File: src/rtl/pc_fetch_sequencer_pkg.sv
// Shared types and constants for the fetch sequencer: FSM encoding, field widths
// and the branch-offset helper.
package pc_fetch_sequencer_pkg;

   localparam int INSTR_W   = 32;
   localparam int JTARGET_W = 26;
   localparam int IMM_W     = 16;

   typedef enum logic [1:0] {
      IDLE   = 2'd0,
      FETCH  = 2'd1,
      HOLD   = 2'd2,
      HALTED = 2'd3
   } fetch_state_t;

   // Word offset to byte offset, sign-extended to a full address.
   function automatic logic [31:0] branch_offset(input logic [IMM_W-1:0] imm);
      return {{14{imm[IMM_W-1]}}, imm, 2'b00};
   endfunction

endpackage

File: src/rtl/pc_fetch_sequencer_next_pc_calc.sv
// Combinational next-PC selection: sequential, branch, jump or jump-register,
// plus detection of a misaligned jump-register target.
module next_pc_calc
   import pc_fetch_sequencer_pkg::*;
#(
   parameter int ADDR_W = 32
) (
   input  logic [ADDR_W-1:0]    pc,
   input  logic                 branch_taken,
   input  logic [IMM_W-1:0]     branch_imm,
   input  logic                 jump,
   input  logic [JTARGET_W-1:0] jump_target,
   input  logic                 jump_reg,
   input  logic [ADDR_W-1:0]    jr_addr,
   output logic [ADDR_W-1:0]    pc_plus4,
   output logic [ADDR_W-1:0]    next_pc,
   output logic                 misalign
);

   assign pc_plus4 = pc + ADDR_W'(4);

   // Redirect priority: jump_reg > jump > branch_taken > sequential.
   always_comb begin
      next_pc  = pc_plus4;
      misalign = 1'b0;
      if (jump_reg) begin
         next_pc  = {jr_addr[ADDR_W-1:2], 2'b00};
         misalign = |jr_addr[1:0];
      end else if (jump) begin
         next_pc = {pc_plus4[ADDR_W-1:ADDR_W-4], jump_target, 2'b00};
      end else if (branch_taken) begin
         next_pc = pc_plus4 + branch_offset(branch_imm);
      end
   end

endmodule

File: src/rtl/pc_fetch_sequencer.sv
// Program-counter owner: issues instruction-memory fetches, holds each word until
// decode accepts it, then advances PC sequentially or to a redirect target.
module pc_fetch_sequencer
   import pc_fetch_sequencer_pkg::*;
#(
   parameter logic [31:0] RESET_VECTOR = 32'h0000_0000,
   parameter int          ADDR_W       = 32
) (
   input  logic                 clock,
   input  logic                 reset_n,
   output logic                 imem_req,
   output logic [ADDR_W-1:0]    imem_addr,
   input  logic                 imem_ack,
   input  logic [INSTR_W-1:0]   imem_rdata,
   output logic [INSTR_W-1:0]   instr,
   output logic                 instr_valid,
   input  logic                 instr_ready,
   output logic [ADDR_W-1:0]    pc,
   output logic [ADDR_W-1:0]    pc_plus4,
   input  logic                 branch_taken,
   input  logic [IMM_W-1:0]     branch_imm,
   input  logic                 jump,
   input  logic [JTARGET_W-1:0] jump_target,
   input  logic                 jump_reg,
   input  logic [ADDR_W-1:0]    jr_addr,
   input  logic                 halt,
   output logic                 misalign_err,
   output logic [31:0]          instr_count
);

   fetch_state_t        state_reg, state_next;
   logic [ADDR_W-1:0]   pc_reg;
   logic [INSTR_W-1:0]  instr_reg;
   logic                instr_valid_reg;
   logic                imem_req_reg;
   logic                misalign_reg;
   logic [31:0]         count_reg;
   logic [ADDR_W-1:0]   next_pc;
   logic                misalign;
   logic                fetch_ack;
   logic                transfer;

   next_pc_calc #(.ADDR_W(ADDR_W)) u_next_pc_calc (
      .pc           (pc_reg),
      .branch_taken (branch_taken),
      .branch_imm   (branch_imm),
      .jump         (jump),
      .jump_target  (jump_target),
      .jump_reg     (jump_reg),
      .jr_addr      (jr_addr),
      .pc_plus4     (pc_plus4),
      .next_pc      (next_pc),
      .misalign     (misalign)
   );

   assign fetch_ack = (state_reg == FETCH) && imem_ack;
   assign transfer  = (state_reg == HOLD) && instr_ready;

   always_comb begin
      state_next = state_reg;
      case (state_reg)
         IDLE:    state_next = halt ? HALTED : FETCH;
         FETCH:   if (imem_ack) state_next = HOLD;
         HOLD:    if (instr_ready) state_next = halt ? HALTED : FETCH;
         HALTED:  state_next = HALTED;
         default: state_next = IDLE;
      endcase
   end

   // Request/valid flags are derived from the next state so they stay registered
   // yet line up exactly with the state they describe.
   always_ff @(posedge clock) begin
      if (!reset_n) begin
         state_reg       <= IDLE;
         pc_reg          <= RESET_VECTOR[ADDR_W-1:0];
         instr_reg       <= '0;
         instr_valid_reg <= 1'b0;
         imem_req_reg    <= 1'b0;
         misalign_reg    <= 1'b0;
         count_reg       <= '0;
      end else begin
         state_reg       <= state_next;
         imem_req_reg    <= (state_next == FETCH);
         instr_valid_reg <= (state_next == HOLD);
         misalign_reg    <= transfer && misalign;
         if (fetch_ack) begin
            instr_reg <= imem_rdata;
         end
         if (transfer) begin
            pc_reg    <= next_pc;
            count_reg <= count_reg + 32'd1;
         end
      end
   end

   assign imem_req     = imem_req_reg;
   assign imem_addr    = pc_reg;
   assign pc           = pc_reg;
   assign instr        = instr_reg;
   assign instr_valid  = instr_valid_reg;
   assign misalign_err = misalign_reg;
   assign instr_count  = count_reg;

endmodule

File: config.mk
export PLATFORM = sky130hd
export DESIGN_NAME = pc_fetch_sequencer
export DESIGN_NICKNAME = d
export VERILOG_FILES = /design/src/rtl/pc_fetch_sequencer_pkg.sv /design/src/rtl/pc_fetch_sequencer_next_pc_calc.sv /design/src/rtl/pc_fetch_sequencer.sv
export SDC_FILE = /design/constraint.sdc
export NUM_CORES = 1
export LEC_CHECK = 0
export BUFFER_PORTS_ARGS = -buffer_cell sky130_fd_sc_hd__buf_2
export CORE_ASPECT_RATIO = 1.25
export CORE_MARGIN = 2
export CORE_UTILIZATION = 54
export DETAILED_ROUTE_END_ITERATION = 10
export PLACE_DENSITY = 0.95
export SYNTH_ARGS = -nofsm -noshare
export SYNTH_HDL_FRONTEND = slang
export SYNTH_SLANG_ARGS = --single-unit
File: constraint.sdc
create_clock -name clock -period 5.75 [get_ports clock]
set_input_delay 0.2875 -clock clock [delete_from_list [all_inputs] [get_ports clock]]
set_output_delay 0.2875 -clock clock [all_outputs]
set_load 0.05 [all_outputs]
# ---- Word level (Yosys, flattened, before mapping)
# Index checks and enable logic that the tools add are counted.
dict set report totals {
  out_inout_bits 163
  register_bits 101
  input_bits 114
}
dict set report op_classes {
  add_sub_neg 3
  reduce_logical 5
  muxes 8
  eq_ne 5
}
# cell n
set ops {}
lappend ops {{$mux W32} 3}
lappend ops {{$add A32 B1 Y32 const B} 1}
lappend ops {{$add A32 B3 Y32 const B} 1}
lappend ops {{$add A32 B32 Y32} 1}
lappend ops {{$pmux W2 S4} 1}
lappend ops {{$eq A2 B2 Y1 const B} 3}
lappend ops {{$mux W2} 3}
lappend ops {{$eq A2 B1 Y1 const B} 2}
lappend ops {{$logic_and A1 B1 Y1} 3}
lappend ops {{$logic_not A2 Y1} 1}
lappend ops {{$reduce_or A2 Y1} 1}
lappend ops {{$mux W1} 1}

# ---- Logic depth before layout (Yosys ltp)
# Gate-level depths: netlist (run 1).
dict set report depth {
  ltp_word 5
  mapped_depth 17
  ltp_nobuf 16
}

# ---- Cells and area by module
# Synthesis (run 1) repeated with hierarchy kept, for this count alone.
dict set report hier_totals {
  hier_cells 984
  hier_area_um2 7257.0
}
# module n_inst seq_area_each_um2 cells_each area_each_um2
set by_module_without_submodules {}
lappend by_module_without_submodules {pc_fetch_sequencer 1 2021.9 519 4180.3}
lappend by_module_without_submodules {next_pc_calc 1 0.0 465 3076.7}

# ---- Worst setup path after synthesis (run 1)
# Ideal clock, no wire load.
dict set report synth_timing {
  path_type {reg-to-reg}
  start {reg pc_reg[4], in the netlist imem_addr[4]}
  end {reg pc_reg[21], in the netlist imem_addr[21]}
  path_stages_with_launch 16
  setup_ns 0.117
  t_arrival_ns 4.621
  path_slack_ns 1.011
  cell_sequence {dfxtp_1 -> and4_4 -> and4_1 -> buf_4 -> nand4_1 -> xnor2_1 -> ha_1 -> a21oi_1 -> o21ai_0 -> nor4_1 -> nand3_2 -> o2111ai_4 -> nand2_1 -> xor2_1 -> a221o_1 -> a32o_1}
}
dict set report synth_between {
  elab_chain_len 5
}
# element line_no
set synth_lines {}
lappend synth_lines {{from (decl)} pc_fetch_sequencer.sv:32} ;# logic [ADDR_W-1:0] pc_reg;
lappend synth_lines {{from (signal assigned)} pc_fetch_sequencer.sv:75} ;# pc_reg <= RESET_VECTOR[ADDR_W-1:0];
lappend synth_lines {{from (signal assigned)} pc_fetch_sequencer.sv:90} ;# pc_reg <= next_pc;
lappend synth_lines {{$add A32 B3 Y32} pc_fetch_sequencer_next_pc_calc.sv:20} ;# assign pc_plus4 = pc + ADDR_W'(4);
lappend synth_lines {{via pc_plus4[14]} pc_fetch_sequencer.sv:19} ;# output logic [ADDR_W-1:0] pc_plus4,
lappend synth_lines {{$add A32 B32 Y32} pc_fetch_sequencer_next_pc_calc.sv:32} ;# next_pc = pc_plus4 + branch_offset(branch_imm);
lappend synth_lines {{$mux W32} pc_fetch_sequencer_next_pc_calc.sv:31} ;# end else if (branch_taken) begin
lappend synth_lines {{$mux W32} pc_fetch_sequencer_next_pc_calc.sv:29} ;# end else if (jump) begin
lappend synth_lines {{$mux W32} pc_fetch_sequencer_next_pc_calc.sv:26} ;# if (jump_reg) begin
# The timed path passes the listed nets, and every way through them passes these cells.
# A chain may end at the register's enable or synchronous reset.

# ---- Worst setup path in the final report (run 1)
dict set report layout_timing {
  start {reg pc_reg[4], in the netlist imem_addr[4]}
  end {reg pc_reg[28], in the netlist imem_addr[28]}
}
dict set report layout_between {
  elab_chain_len 5
}
# element line_no
set layout_lines {}
lappend layout_lines {{$add A32 B3 Y32 *} pc_fetch_sequencer_next_pc_calc.sv:20}
lappend layout_lines {{$add A32 B32 Y32} pc_fetch_sequencer_next_pc_calc.sv:32}
lappend layout_lines {{$mux W32} pc_fetch_sequencer_next_pc_calc.sv:31}
lappend layout_lines {{$mux W32 *} pc_fetch_sequencer_next_pc_calc.sv:29}
lappend layout_lines {{$mux W32 *} pc_fetch_sequencer_next_pc_calc.sv:26}
# Mark *: on every way between the ends. The rest lies on a longest branch, timed or not.

==> results of run 1 <==
## kinds of logic (layout without fill, tap and decap cells)
family / after synthesis / in the layout / share of synthesized area [%]
XOR/XNOR: 72 / 72 / 9.00
flip-flops: 99 / 99 / 27.6
buffers and inverters: 96 / 303 / 7.04
adder cells (fa/ha/maj): 39 / 39 / 6.91
AND/OR/NAND/NOR: 368 / 368 / 25.6
AO/OA/AOI/OAI: 225 / 225 / 21.5
multiplexers: 16 / 16 / 2.27
other: 1 / 7 / 0.0523
## cell type report
cell class,count,area [µm²],area share [%]
well taps,171,214,2.47
clock inverters,7,101,1.17
inverters,10,37.5,0.433
clock buffers,9,225,2.60
multi-input cells,726,4710,54.3
repair buffers,277,1400,16.2
diodes,1,2.50,0.0288
flip-flops and latches,99,1980,22.8
## per-stage QoR
step | cell area, µm² | cells | hold slack, ns | worst slack [ns]
6_report | 8680 | 1300 | 0.178 | 1.66
5_1_grt | 8680 | 1300 | 0.175 | 1.38
4_1_cts | 8680 | 1299 | 0.165 | 1.73
3_5_place_dp | 8350 | 1283 | 0.454 | 1.75
3_3_place_gp | 8350 | 1283 | 0.446 | 1.92
2_1_floorplan | 7190 | 921 | 0.432 | 1.01
## Yosys cell counts (all sizes together) (21+ instances only)
cell type	n
and2	31
a21o	21
nor2	48
o21ai	41
buf	46
xnor2	53
a21oi	45
nand3	34
nand2	154
a21boi	44
dfxtp	99
ha	38
clkbuf	40
## critical path: cells and delay by family, from the launching register on
kind	cells	cell delay, ns
AOI/OAI and AO/OA	8	1.36
xor gates and xnor gates	1	0.40
adders and majority gates	1	0.33
DFF	1	0.52
muxes	1	0.31
and+or+nand+nor	5	1.09
## worst paths after layout
kind,endpoint,cells past startpoint,start
max,imem_addr[28],16,imem_addr[4]
min,instr[3],3,imem_rdata[3]
max reg2reg,imem_addr[28],16,imem_addr[4]
min reg2reg,instr[23],2,instr[23]
## layer usage
layer	up-vias	part of all wire, %
met2	417	50
met5	-	0.056
li1	3628	-
met3	87	8.0
met1	3551	37
met4	2	5.0
## power by group through the flow
stage               sequential (mW)  combinational [mW]  clock (mW)
floorplan                     0.824               0.330           0
global placement              0.751               0.529           0
detailed placement            0.752               0.534           0
CTS                           0.736               0.536       0.660
global route                  0.741               0.577       0.682
finish                        0.737               0.540       0.647
==> flow_summary.json, run 1 <==
{
  "htreeDepth": 3,
  "initial_utilization_pct": 54.7,
  "rsz0062_at_grt": "false",
  "synth.area.top_cells": "dfxtp_1, nand2_1, ha_1",
  "drtIter0Drc": 559,
  "dieArea_um2": 14200,
  "start_kind": "flop",
  "drive_gt1_share_pct": 27.8,
  "critPathCaptureType": "flop",
  "p_leak_nw": 4.21,
  "final_util_pct": 66.2,
  "cp.required_ns": 6.02,
  "yosys_warnings": 0,
  "status": "finished clean",
  "p_per_area_nw_per_um2": 222,
  "drc": 0,
  "fillers": 1133,
  "io_buffers": 270,
  "ir_worst_vdd_uv": 169,
  "final_common_cell": "buf_2",
  "grt_pass1_vias": 7269,
  "yosys_register_bits": 99,
  "slew_viol_final": 0,
  "dp_hpwl_um": 17500,
  "core_area_um2": 13100,
  "cts_root_buf": "clkbuf_16",
  "synth_edf_count": 0,
  "fin_setup_tns_ns": 0,
  "gp_congestion": 1.05,
  "final_cell_mix": "buf_2, nand2_1, dfxtp_1",
  "fp-row-count": 47,
  "ios": 277,
  "path_cells": "and4_4 > and4_1 > nand2_2 > nor2_2 > nand3_1 > xnor2_1 > ha_1 > a21oi_1 > o21bai_1 > a21o_1 > a221o_1 > a21o_1 > a21oi_1 > o21ai_0 > mux2_2 > o2bb2ai_1",
  "die_height_um": 133,
  "cts_max_path_buffers": 2,
  "power_frac_seq_pct": 38.3,
  "path_clk_slew_ns": 0.09,
  "cp_max_fo": 9,
  "ant_nets": 0,
  "synth_area_per_cell_um2": 7.83,
  "min_period_ns": 4.09,
  "grt.busiest_layer": "met2",
  "critPathKind": "reg2reg",
  "finalNetCount": 1276,
  "hp-class": "in2reg",
  "r2r_setup_slack_ns": 1.66,
  "netlist_instances": 916,
  "firstDrtPassIters": 7,
  "skew_ns": 0.0113,
  "yosysSeqAreaShare_pct": 27.6,
  "grt_usage_pct": 31.6,
  "antenna_found_initial": 2,
  "areaGrowthSynthToFinish_pct": 20.9,
  "fp.dieW_um": 107,
  "cts_buffers": 9,
  "switching_power_uw": 730,
  "swShare_pct": 37.9,
  "clockPowerShare_pct": 33.6,
  "ys_async_sr_fraction_pct": 0,
  "combPwrFrac_pct": 28.1,
  "numClockSinks": 99,
  "critPathMaxStageDelay_ns": 0.52,
  "tightest_slew_ns": 1.03,
  "internal_power_mw": 1.19,
  "maxSlewHeadroom_pct": 31.3,
  "yosysTopAreaCell": "dfxtp_1",
  "yosysTopAreaCellShare_pct": 27.6,
  "setup_viol": 0,
  "synth_cell_types": 76,
  "routed_wirelength_um": 23000,
  "synth_area_um2": 7180,
  "fin_crit_sh_pct": 71.2,
  "hold_viol": 0,
  "wire_per_inst_um": 17.7,
  "vias_per_cell": 5.91,
  "cp_slowest_cell": "dfxtp_1",
  "synth_flop_cell": "dfxtp_1",
  "ctsHoldBuffers": 0,
  "crit_arrival_ns": 4.37,
  "clkLatencyLatePin_ns": 0.35,
  "grt_pass1_wl_um": 36300,
  "grt_max_degree": 57,
  "overflow": 0,
  "drv_cap": 0,
  "use_met3_pct": 5.17,
  "grt_use_met1_pct": 36.0,
  "vias": 7685,
  "power_mw": 1.92,
  "cts_tree": "built",
  "cts_resized": 0,
  "fmax_ghz": 0.244,
  "post_cts_buffers": 0,
  "met2_usage_pct": 55.6
}
Note: power is estimated with default switching activity, not from simulation.
==> inputs of run 2 (changes only) <==
--- a/config.mk
+++ b/config.mk
@@ -8,9 +8,9 @@
 export BUFFER_PORTS_ARGS = -buffer_cell sky130_fd_sc_hd__buf_2
 export CORE_ASPECT_RATIO = 1.25
 export CORE_MARGIN = 2
-export CORE_UTILIZATION = 54
+export CORE_UTILIZATION = 45
 export DETAILED_ROUTE_END_ITERATION = 10
-export PLACE_DENSITY = 0.95
+export PLACE_DENSITY = 0.86
 export SYNTH_ARGS = -nofsm -noshare
 export SYNTH_HDL_FRONTEND = slang
 export SYNTH_SLANG_ARGS = --single-unit
==> constraint.sdc (replaced) <==
create_clock -name clock -period 3.34 [get_ports clock]
set_input_delay 0.167 -clock clock [delete_from_list [all_inputs] [get_ports clock]]
set_output_delay 0.167 -clock clock [all_outputs]
set_load 0.05 [all_outputs]
==> run 2 against run 1 <==
The flow now finishes with violations (negative setup slack). Die area grew 19%. Register-to-register slack lost 1.9 ns. Flip-flop and latch count is the same. Wire length grew 13%. Sequential power grew 70%. Power grew 78%. Global-route usage shrank 2.3 points. Worst setup slack lost 1.9 ns. Critical path depth is the same. Count of clock-buffer cells in the layout grew 1. Final cell count grew 12%. Clock skew is essentially flat. Highest routed layer is now met4.
==> flow_summary.json, run 2 (synthesis results as in run 1) <==
{
  "tightest_slew_ns": 1.20,
  "cp.required_ns": 3.62,
  "crit_arrival_ns": 3.82,
  "grt_pass1_vias": 7851,
  "final_cell_area_um2": 10300,
  "stdcell_count": 1460,
  "dieArea_um2": 17000,
  "grt_usage_pct": 29.2,
  "dp.cells": 1433,
  "fmax_ghz": 0.282,
  "ant_nets": 0,
  "final_common_cell": "buf_2",
  "finalWorstSetupSlack_ns": -0.203,
  "core_area_um2": 15600,
  "ir_worst_vdd_uv": 292,
  "fin_crit_sh_pct": 106,
  "cts_tree": "built",
  "cp_max_fo": 6,
  "maxSlewHeadroom_pct": 19.5,
  "timing.rr.start": "imem_addr[7]",
  "drv_cap": 0,
  "io_buffers": 270,
  "final_cell_mix": "buf_2, nand2_1, buf_4",
  "failed_checks": "negative setup slack",
  "cp-startpoint": "imem_addr[7]",
  "fp.dieW_um": 117,
  "die_height_um": 145,
  "ios": 277,
  "min_period_ns": 3.54,
  "fillers": 1314,
  "status": "complete, but fails checks",
  "drtIter0Drc": 569,
  "drive_gt1_share_pct": 42.1,
  "p_per_area_nw_per_um2": 333,
  "antenna_found_initial": 2,
  "critPathCaptureType": "flop",
  "wire_per_inst_um": 17.8,
  "r2r_end": "imem_addr[29]",
  "routed_wirelength_um": 26100,
  "post-place-ws_ns": -0.307,
  "dp_hpwl_um": 19600,
  "slew_viol_final": 0,
  "cts_buffers": 9,
  "dpl_cell_area_um2": 9630,
  "areaGrowthSynthToFinish_pct": 43.6,
  "cts_root_buf": "clkbuf_16",
  "firstDrtPassIters": 5,
  "clkLatencyLatePin_ns": 0.34,
  "final_util_pct": 66.2,
  "rsz0062_at_grt": "true",
  "drc": 0,
  "grt_pass1_wl_um": 39500,
  "vias": 8184,
  "htreeDepth": 3,
  "path_clk_slew_ns": 0.08,
  "gp_congestion": 0.974,
  "cts_max_path_buffers": 2,
  "ctsHoldBuffers": 0,
  "critPathKind": "reg2reg",
  "initial_utilization_pct": 46.1,
  "vias_per_cell": 5.61,
  "start_kind": "flop",
  "numClockSinks": 99,
  "fp-row-count": 51,
  "endpoint": "imem_addr[29]",
  "hold_viol": 0,
  "r2r_setup_slack_ns": -0.20,
  "p_leak_nw": 5.02,
  "setup_viol": 13,
  "grt_max_degree": 70,
  "overflow": 0,
  "finalNetCount": 1395,
  "skew_ns": 0.0111,
  "r2r_cells": 16,
  "hp-class": "in2reg"
}
==> run 2: cell types whose count changed in the layout (fill, tap and decap cells not counted), moves of 8 or more <==
cell / change
ha_4: +8
dfxtp_2: +9
xnor2_1: -15
dfxtp_1: -19
dfxtp_4: +10
xnor2_4: +9
o21ai_0: -9
ha_1: -9
buf_4: +116
==> run 2: worst max-delay path, cell delays in order (launching register included) <==
cell	delay, ns
dfxtp_4	0.35
and4_4	0.22
and4_1	0.22
buf_6	0.14
buf_4	0.11
nand2_1	0.13
nor3_4	0.20
xor2_2	0.26
ha_4	0.27
a21oi_2	0.22
o21ai_2	0.10
a21o_1	0.20
a21oi_1	0.20
o21ai_1	0.14
a31oi_1	0.21
or3b_4	0.40
o21ai_2	0.12
==> run 2: final cells by class <==
cell class,instances,area (µm²),area share [%]
Inverter,10,37.5,0.364
Clock buffer,10,239,2.32
Sequential cell,99,2030,19.7
Antenna cell,1,2.50,0.0243
Multi-Input combinational cell,726,5360,52.0
Timing Repair Buffer,396,2310,22.4
Tap cell,212,265,2.57
Clock inverter,6,61.3,0.595
==> run 2: report_power, final <==
group / switching (mW) / internal [mW]
Combinational: 0.745 / 0.407
Sequential: 0.0310 / 1.22
Clock: 0.489 / 0.542
==> run 2: metrics by stage <==
stage               hold WS, ns  total power, mW  setup TNS (ns)
finish                   0.0642             3.43           -1.36
global route             0.0683             3.57           -3.22
CTS                      0.0529             3.40          -0.425
detailed placement        0.427             2.35           -1.88
global placement          0.411             2.34          -0.790
floorplan                 0.312             2.01           -4.92
==> run 2: worst min path at each step <==
stage / from / endpoint / slack (ns) / depth (start not counted)
2_1_floorplan: imem_rdata[10] / instr[10] / 0.31 / 2
3_3_place_gp: jr_addr[0] / misalign_err / 0.41 / 3
3_5_place_dp: imem_rdata[23] / instr[23] / 0.43 / 3
4_1_cts: imem_rdata[23] / instr[23] / 0.05 / 3
5_1_grt: imem_rdata[0] / instr[0] / 0.07 / 3
6_report: imem_rdata[8] / instr[8] / 0.06 / 3
==> run 2: per-layer routing <==
metal	wire length (µm)	part of all wire [%]	vias up	track usage (%)
met2	12300	47	420	47.3
met5	0	0	-	0
met4	1130	4.3	0	12.2
li1	-	-	3850	-
met3	2150	8.3	109	5.93
met1	10500	40	3805	37.4
==> run 2: what timing repair did <==
| item | 4_1_cts | 5_1_grt |
|---|---|---|
| endpoints found under the hold margin | 0 | 0 |
| cloned | 0 | 0 |
| pin swaps | 18 | 20 |
| resized for setup | 25 | 40 |
| buffers inserted | 2 | 8 |
| endpoints found under the setup margin | 13 | 22 |
